==> src/rtl/gray_pkg.sv <==
// Shared definitions for the Gray-code counter: default width, FSM state type, reference conversion.
// Latency: n/a (declarations only).
// Backpressure: n/a.
package gray_pkg;

    localparam int GRAY_WIDTH = 4;

    // IDLE: nothing presented downstream. PEND: bin_q/gray_q hold an unconsumed value.
    typedef enum logic {
        IDLE = 1'b0,
        PEND = 1'b1
    } gray_cnt_state_t;

    function automatic logic [GRAY_WIDTH-1:0] bin2gray(input logic [GRAY_WIDTH-1:0] v);
        return v ^ (v >> 1);
    endfunction

endpackage

==> src/rtl/gray_encode.sv <==
// Combinational binary-to-Gray converter, WIDTH bits. Ports: bin_i (binary in), gray_o (Gray out).
// Latency: 0 cycles, purely combinational.
// Backpressure: none; no handshake on this path.
module gray_encode #(
    parameter int WIDTH = 4
) (
    input  logic [WIDTH-1:0] bin_i,
    output logic [WIDTH-1:0] gray_o
);

    assign gray_o = bin_i ^ (bin_i >> 1);

endmodule

==> src/rtl/gray_counter.sv <==
// Registered binary counter with register-aligned Gray output on a valid/ready port, plus a wrap pulse.
// Latency: 1 cycle from en/load/clr to bin_q/gray_q/out_valid/wrap; all outputs registered.
// Backpressure: out_ready=0 while a value is pending freezes the count and drops en (no queuing).
// Ports: clk, rst (async active-high), en, clr, load, load_val, [dir], bin_q, gray_q,
//        out_valid, out_ready, wrap.
// Build option: define GRAY_CNT_DOWN_EN to add the dir port and down counting (dir=1).
module gray_counter
    import gray_pkg::*;
#(
    parameter int WIDTH = GRAY_WIDTH
) (
    input  logic             clk,
    input  logic             rst,
    input  logic             en,
    input  logic             clr,
    input  logic             load,
    input  logic [WIDTH-1:0] load_val,
`ifdef GRAY_CNT_DOWN_EN
    input  logic             dir,
`endif
    output logic [WIDTH-1:0] bin_q,
    output logic [WIDTH-1:0] gray_q,
    output logic             out_valid,
    input  logic             out_ready,
    output logic             wrap
);

    gray_cnt_state_t state_q, state_d;
    logic [WIDTH-1:0] bin_d;
    logic [WIDTH-1:0] gray_d;
    logic             wrap_q, wrap_d;
    logic             advance;

    // A pending value blocks counting unless the consumer takes it this same edge.
    assign advance = en && ((state_q == IDLE) || out_ready);

    always_comb begin
        state_d = state_q;
        bin_d   = bin_q;
        wrap_d  = 1'b0;
        if (clr) begin
            state_d = IDLE;
            bin_d   = '0;
        end else if (load) begin
            state_d = PEND;
            bin_d   = load_val;
        end else if (advance) begin
            state_d = PEND;
`ifdef GRAY_CNT_DOWN_EN
            if (dir) begin
                bin_d  = bin_q - 1'b1;
                wrap_d = (bin_q == '0);
            end else begin
                bin_d  = bin_q + 1'b1;
                wrap_d = &bin_q;
            end
`else
            bin_d  = bin_q + 1'b1;
            wrap_d = &bin_q;
`endif
        end else if ((state_q == PEND) && out_ready) begin
            state_d = IDLE;
        end
    end

    // Encode the next binary value so gray_q lands on the same edge as bin_q.
    gray_encode #(
        .WIDTH (WIDTH)
    ) u_gray_encode (
        .bin_i  (bin_d),
        .gray_o (gray_d)
    );

    always_ff @(posedge clk or posedge rst) begin
        if (rst) begin
            state_q <= IDLE;
            bin_q   <= '0;
            gray_q  <= '0;
            wrap_q  <= 1'b0;
        end else begin
            state_q <= state_d;
            bin_q   <= bin_d;
            gray_q  <= gray_d;
            wrap_q  <= wrap_d;
        end
    end

    assign out_valid = (state_q == PEND);
    assign wrap      = wrap_q;

endmodule

==> config.mk <==
export PLATFORM = sky130hd
export DESIGN_NAME = gray_counter
export DESIGN_NICKNAME = d
export VERILOG_FILES = /design/src/rtl/gray_pkg.sv /design/src/rtl/gray_encode.sv /design/src/rtl/gray_counter.sv
export SDC_FILE = /design/constraint.sdc
export NUM_CORES = 1
export LEC_CHECK = 0
export ABC_CLOCK_PERIOD_IN_PS = 1450
export CORE_MARGIN = 5
export CORE_UTILIZATION = 36
export DETAILED_ROUTE_END_ITERATION = 7
export GPL_TIMING_DRIVEN = 1
export PLACE_DENSITY_LB_ADDON = 0.12
export SLEW_MARGIN = 20
export SYNTH_ARGS = -nofsm -noshare
export SYNTH_HDL_FRONTEND = slang
export SYNTH_SLANG_ARGS = --single-unit
==> constraint.sdc <==
create_clock -name clk -period 1.45 [get_ports clk]
set_input_delay 0.29 -clock clk [delete_from_list [all_inputs] [get_ports clk]]
set_output_delay 0.29 -clock clk [all_outputs]
set_load 0.02 [all_outputs]
**Word level (Yosys, flattened, before mapping)**

Cells that the tools add are included.

- Add/sub/neg operators: 1
- Multiplexer cells: 10
- Bitwise operators: 2
- Reduce and logical (&&, ||, !) cells: 5

Operators with widths:

| kind | number |
|---|---|
| $mux 4 | 3 |
| $mux 1 | 7 |
| $add 4x1->4 const B | 1 |
| $reduce_and 4->1 | 1 |
| $reduce_bool 4->1 | 1 |
| $xor 4x3->4 | 1 |
| $logic_and 1x1->1 | 2 |
| $logic_or 1x1->1 | 1 |
| $not 1->1 | 1 |

- Flip-flop bits (word level): 10
- Input bits: 10
- Output and inout port bits: 10
- Word-level logic and storage cells: 22

**Longest topological paths before layout**

- Word-level depth: 7
- Mapped depth: 5
- Depth with buffers taken out: 5

**Cells and area by module**

From an unflattened synthesis, not the netlist that was laid out.

- Cell total of the unflattened synthesis: 41
- Area total of the unflattened synthesis: 462.9 µm²

Modules (own cells, without submodules):

| module | instances | cells each | area an instance (µm²) | sequential area each (µm²) |
|---|---|---|---|---|
| gray_counter | 1 | 37 | 429.2 | 250.2 |
| gray_encode | 1 | 4 | 33.8 | 0.0 |

**Worst setup path before layout**

No wires, ideal clock.

- Path type: reg-to-reg
- Start point: register bin_q[0]
- End point: register gray_q[0]
- Library setup time: 119 ps
- Arrival: 1564 ps
- Data required time: 1331 ps
- Setup slack: -233 ps
- Stages on the path, launching flop included: 6
- Buffers on the path: 0
- Clock period less this slack: 1683 ps
- Cells stage by stage: dfrtp_1 -> ha_1 -> and3_4 -> a211o_1 -> xor2_1 -> o21a_1

- Longest elaborated chain between the ends: 5

Ends and longest elaborated chain:

| what | RTL line | RTL |
|---|---|---|
| start, declared | gray_counter.sv:21 | `output logic [WIDTH-1:0] bin_q,` |
| start signal, assigned | gray_counter.sv:82 | `bin_q <= bin_d;` |
| $add 4x1->4 | gray_counter.sv:58 | `bin_d = bin_q + 1'b1;` |
| $mux 4 * | gray_counter.sv:47 | `end else if (advance) begin` |
| $mux 4 * | gray_counter.sv:44 | `end else if (load) begin` |
| $mux 4 * | gray_counter.sv:41 | `if (clr) begin` |
| $xor 4x3->4 * | gray_encode.sv:11 | `assign gray_o = bin_i ^ (bin_i >> 1);` |
| via gray_d[0] | gray_counter.sv:30 | `logic [WIDTH-1:0] gray_d;` |
| end signal, assigned | gray_counter.sv:83 | `gray_q <= gray_d;` |
| end, declared | gray_counter.sv:22 | `output logic [WIDTH-1:0] gray_q,` |

The timed path passes the listed nets; every way through them passes the cells marked *.
A chain may end at the register's enable or synchronous reset.

**Worst setup path after layout**

- Start point: register bin_q[1]
- End point: register gray_q[0]

The elaborated chain is that of the path after synthesis.

==> impl_metrics.json <==
{
  "dr.pass1.iters": 2,
  "seqCellArea_sq_um": 228,
  "finalClockSkew_ps": 2.00,
  "maxSlewHeadroom_pct": 76.7,
  "cp.required_ps": 1610,
  "dieArea_sq_um": 2220,
  "wl_per_cell_um": 12.0,
  "chipHeight_um": 47.1,
  "drc": 0,
  "synth_nets": 61,
  "setup_violations": 1,
  "area_delta_synth_final_pct": 69.0,
  "drt_iter0_drc": 2,
  "die_x_um": 47.1,
  "cpMaxStageDelayCell": "dfrtp_2",
  "dp_hpwl_um": 899,
  "dp_cells": 93,
  "cp-end-kind": "register",
  "tritoncts": "built",
  "syn_inst": 50,
  "tightest_slew_ps": 350,
  "rows": 13,
  "first_global_vias": 472,
  "io_pins": 20,
  "max_cap_violations": 0,
  "critical_path.max_fanout": 3,
  "ys_seq_elements": 9,
  "p_per_area_nw_per_um2": 829,
  "leakage_nw": 0.432,
  "final_core_util_pct": 64.5,
  "fmax_mhz": 662,
  "gp_congestion": 0.731,
  "crit_path_cell_trace": "ha_4 > and3_4 > a211o_1 > xor2_1 > o21a_1",
  "yosysWarnings": 0,
  "antenna_cells": 0,
  "nets": 95,
  "insertion_delay_ps": 260,
  "layout_setup_ws_ps": -60.0,
  "violations": "negative setup slack",
  "hold_violations": 0,
  "io_buffers": 19,
  "drtAntennaViolNets": 0,
  "slew_viol_final": 0,
  "multi_input_area_sq_um": 274,
  "rsz0062_at_grt": "true",
  "start_util_pct": 38.2,
  "cts.sinks": 9,
  "hold_class": "in -> async",
  "irDropWorstVdd_v": 0.000424,
  "synth_area_sq_um": 497,
  "htree_levels": 1,
  "fin_crit_sh_pct": 104,
  "antenna_found_initial": 0,
  "track_usage_pct": 12.7,
  "yosysUniqueCellTypes": 24,
  "wirelength_mm": 1.18,
  "grt_pass1_wl_mm": 1.96,
  "critPathKind": "reg -> reg",
  "core_sq_um": 1300,
  "period_needed_ps": 1510,
  "layout.cells.non_filler": 98,
  "dp_slack_ps": -317,
  "cts_buffer_depth": 2,
  "root_buffer": "clkbuf_4",
  "slowest_delay_ps": 420,
  "cp-start-kind": "register",
  "cts_made_buffers": 3,
  "hold_buffers": 0,
  "ys_seq_area_share_pct": 45.3,
  "drt-vias-per-instance": 4.81,
  "status": "finished with violations",
  "drive_gt1_share_pct": 32.5,
  "clk_pin_slew_ps": 60,
  "syn_area_per_cell_sq_um": 9.93,
  "grt_max_degree": 10,
  "n_fill_cell": 120,
  "vias": 471,
  "critPathArrivalTime_ps": 1670,
  "grt-ovfl-total": 0
}
## logic make-up (layout without fill, tap and decap cells)
kind of cell	Yosys count	after routing	share of synthesized area [%]
adder cells (fa/ha/maj)	1	1	2.52
XOR/XNOR	5	5	8.82
multiplexers	2	2	4.03
buffers and inverters	7	40	6.04
AO/OA/AOI/OAI	10	10	12.1
AND/OR/NAND/NOR	16	16	21.2
flip-flops	9	9	45.3
## layout by cell type (no fill, tap or decap), drive strengths merged, types with 2 or more instances in the layout
cell type	n
o21a	2
dfrtp	9
buf	13
xor2	2
clkbuf	4
a21oi	5
dlygate4sd2	10
mux2i	2
nor2	3
inv	4
and3	3
nand2	3
clkdlybuf4s50	7
xnor2	3
nor2b	2
## power by group
part           leakage, nW  internal (mW)  switching [mW]
sequential           0.113          0.272          0.0120
clock               0.0150          0.106          0.0896
combinational        0.304          0.115           0.101
total                0.432          0.493           0.202
## routing by layer
| metal | up-vias | track usage (%) | share of wire (%) |
|---|---|---|---|
| met2 | 15 | 21.7 | 51 |
| met1 | 216 | 15.2 | 39 |
| li1 | 235 | - | - |
| met3 | 5 | 2.30 | 7.4 |
| met5 | - | 0 | 0 |
| met4 | 0 | 6.63 | 2.1 |
## registers in the layout, indices dropped and copies added, names as in the netlist
signal,cells
wrap,1
out_valid,1
bin_q,4
gray_q,3
## worst max-delay path: cells and delay by family, from the launching register on
family / cells / cell delay [ps]
compound gates: 2 / 450
flops: 1 / 420
fa+ha+maj: 1 / 240
xor+xnor: 1 / 160
simple gates: 1 / 130
## what timing repair did
action                                  CTS  global route
pin swaps                                 2             4
setup buffers                             1             0
endpoints found under the setup margin   14             6
gates resized for setup                  14             5
## worst paths after layout
check / startpoint / endpoint / slack, ps / depth (start not counted)
max in group asynchronous: rst / bin_q[1] / 880 / 2
min in group clk: en / out_valid / 530 / 4
hold / removal: rst / out_valid / 290 / 2
setup reg to reg: bin_q[1] / gray_q[0] / -60 / 5
setup / recovery: bin_q[1] / gray_q[0] / -60 / 5
hold reg to reg: bin_q[3] / wrap / 610 / 1
## cells in the mapped netlist
cell type / number / share of area, %
dfrtp_1: 9 / 45
a21oi_1: 5 / 5.0
inv_1: 4 / 3.0
nand2_1: 3 / 2.3
nor2_1: 3 / 2.3
xnor2_1: 3 / 5.3
and3_4: 2 / 4.5
mux2i_1: 2 / 4.0
nor2b_1: 2 / 2.5
o21a_1: 2 / 3.0
xor2_1: 2 / 3.5
a211o_1: 1 / 1.8
a31oi_1: 1 / 1.3
and2_2: 1 / 1.5
and3_1: 1 / 1.3
and4b_1: 1 / 2.0
buf_1: 1 / 0.75
buf_4: 1 / 1.5
clkbuf_1: 1 / 0.75
ha_1: 1 / 2.5
nand2b_4: 1 / 2.8
nand3_1: 1 / 1.0
nor3_1: 1 / 1.0
o21ai_1: 1 / 1.0
## stage by stage
stage | hold slack [ps] | TNS [ps] | instance area, sq um | total power [mW]
final | 294 | -60.0 | 840 | 0.696
after global routing | 328 | -199 | 840 | 0.738
after CTS | 307 | -174 | 821 | 0.700
after detailed placement | 583 | -1560 | 783 | 0.509
after global placement | 588 | -1480 | 783 | 0.508
after floorplan | 118 | -119 | 499 | 0.392
## area by class of cell
type                            instances  share of cell area [%]
Sequential cell                         9                    27.1
Clock buffer                            4                    3.13
Multi-Input combinational cell         34                    32.6
Inverter                                4                    1.79
Tap cell                               15                    2.24
Timing Repair Buffer                   32                    33.1
Note: power is estimated with default switching activity, not from simulation.
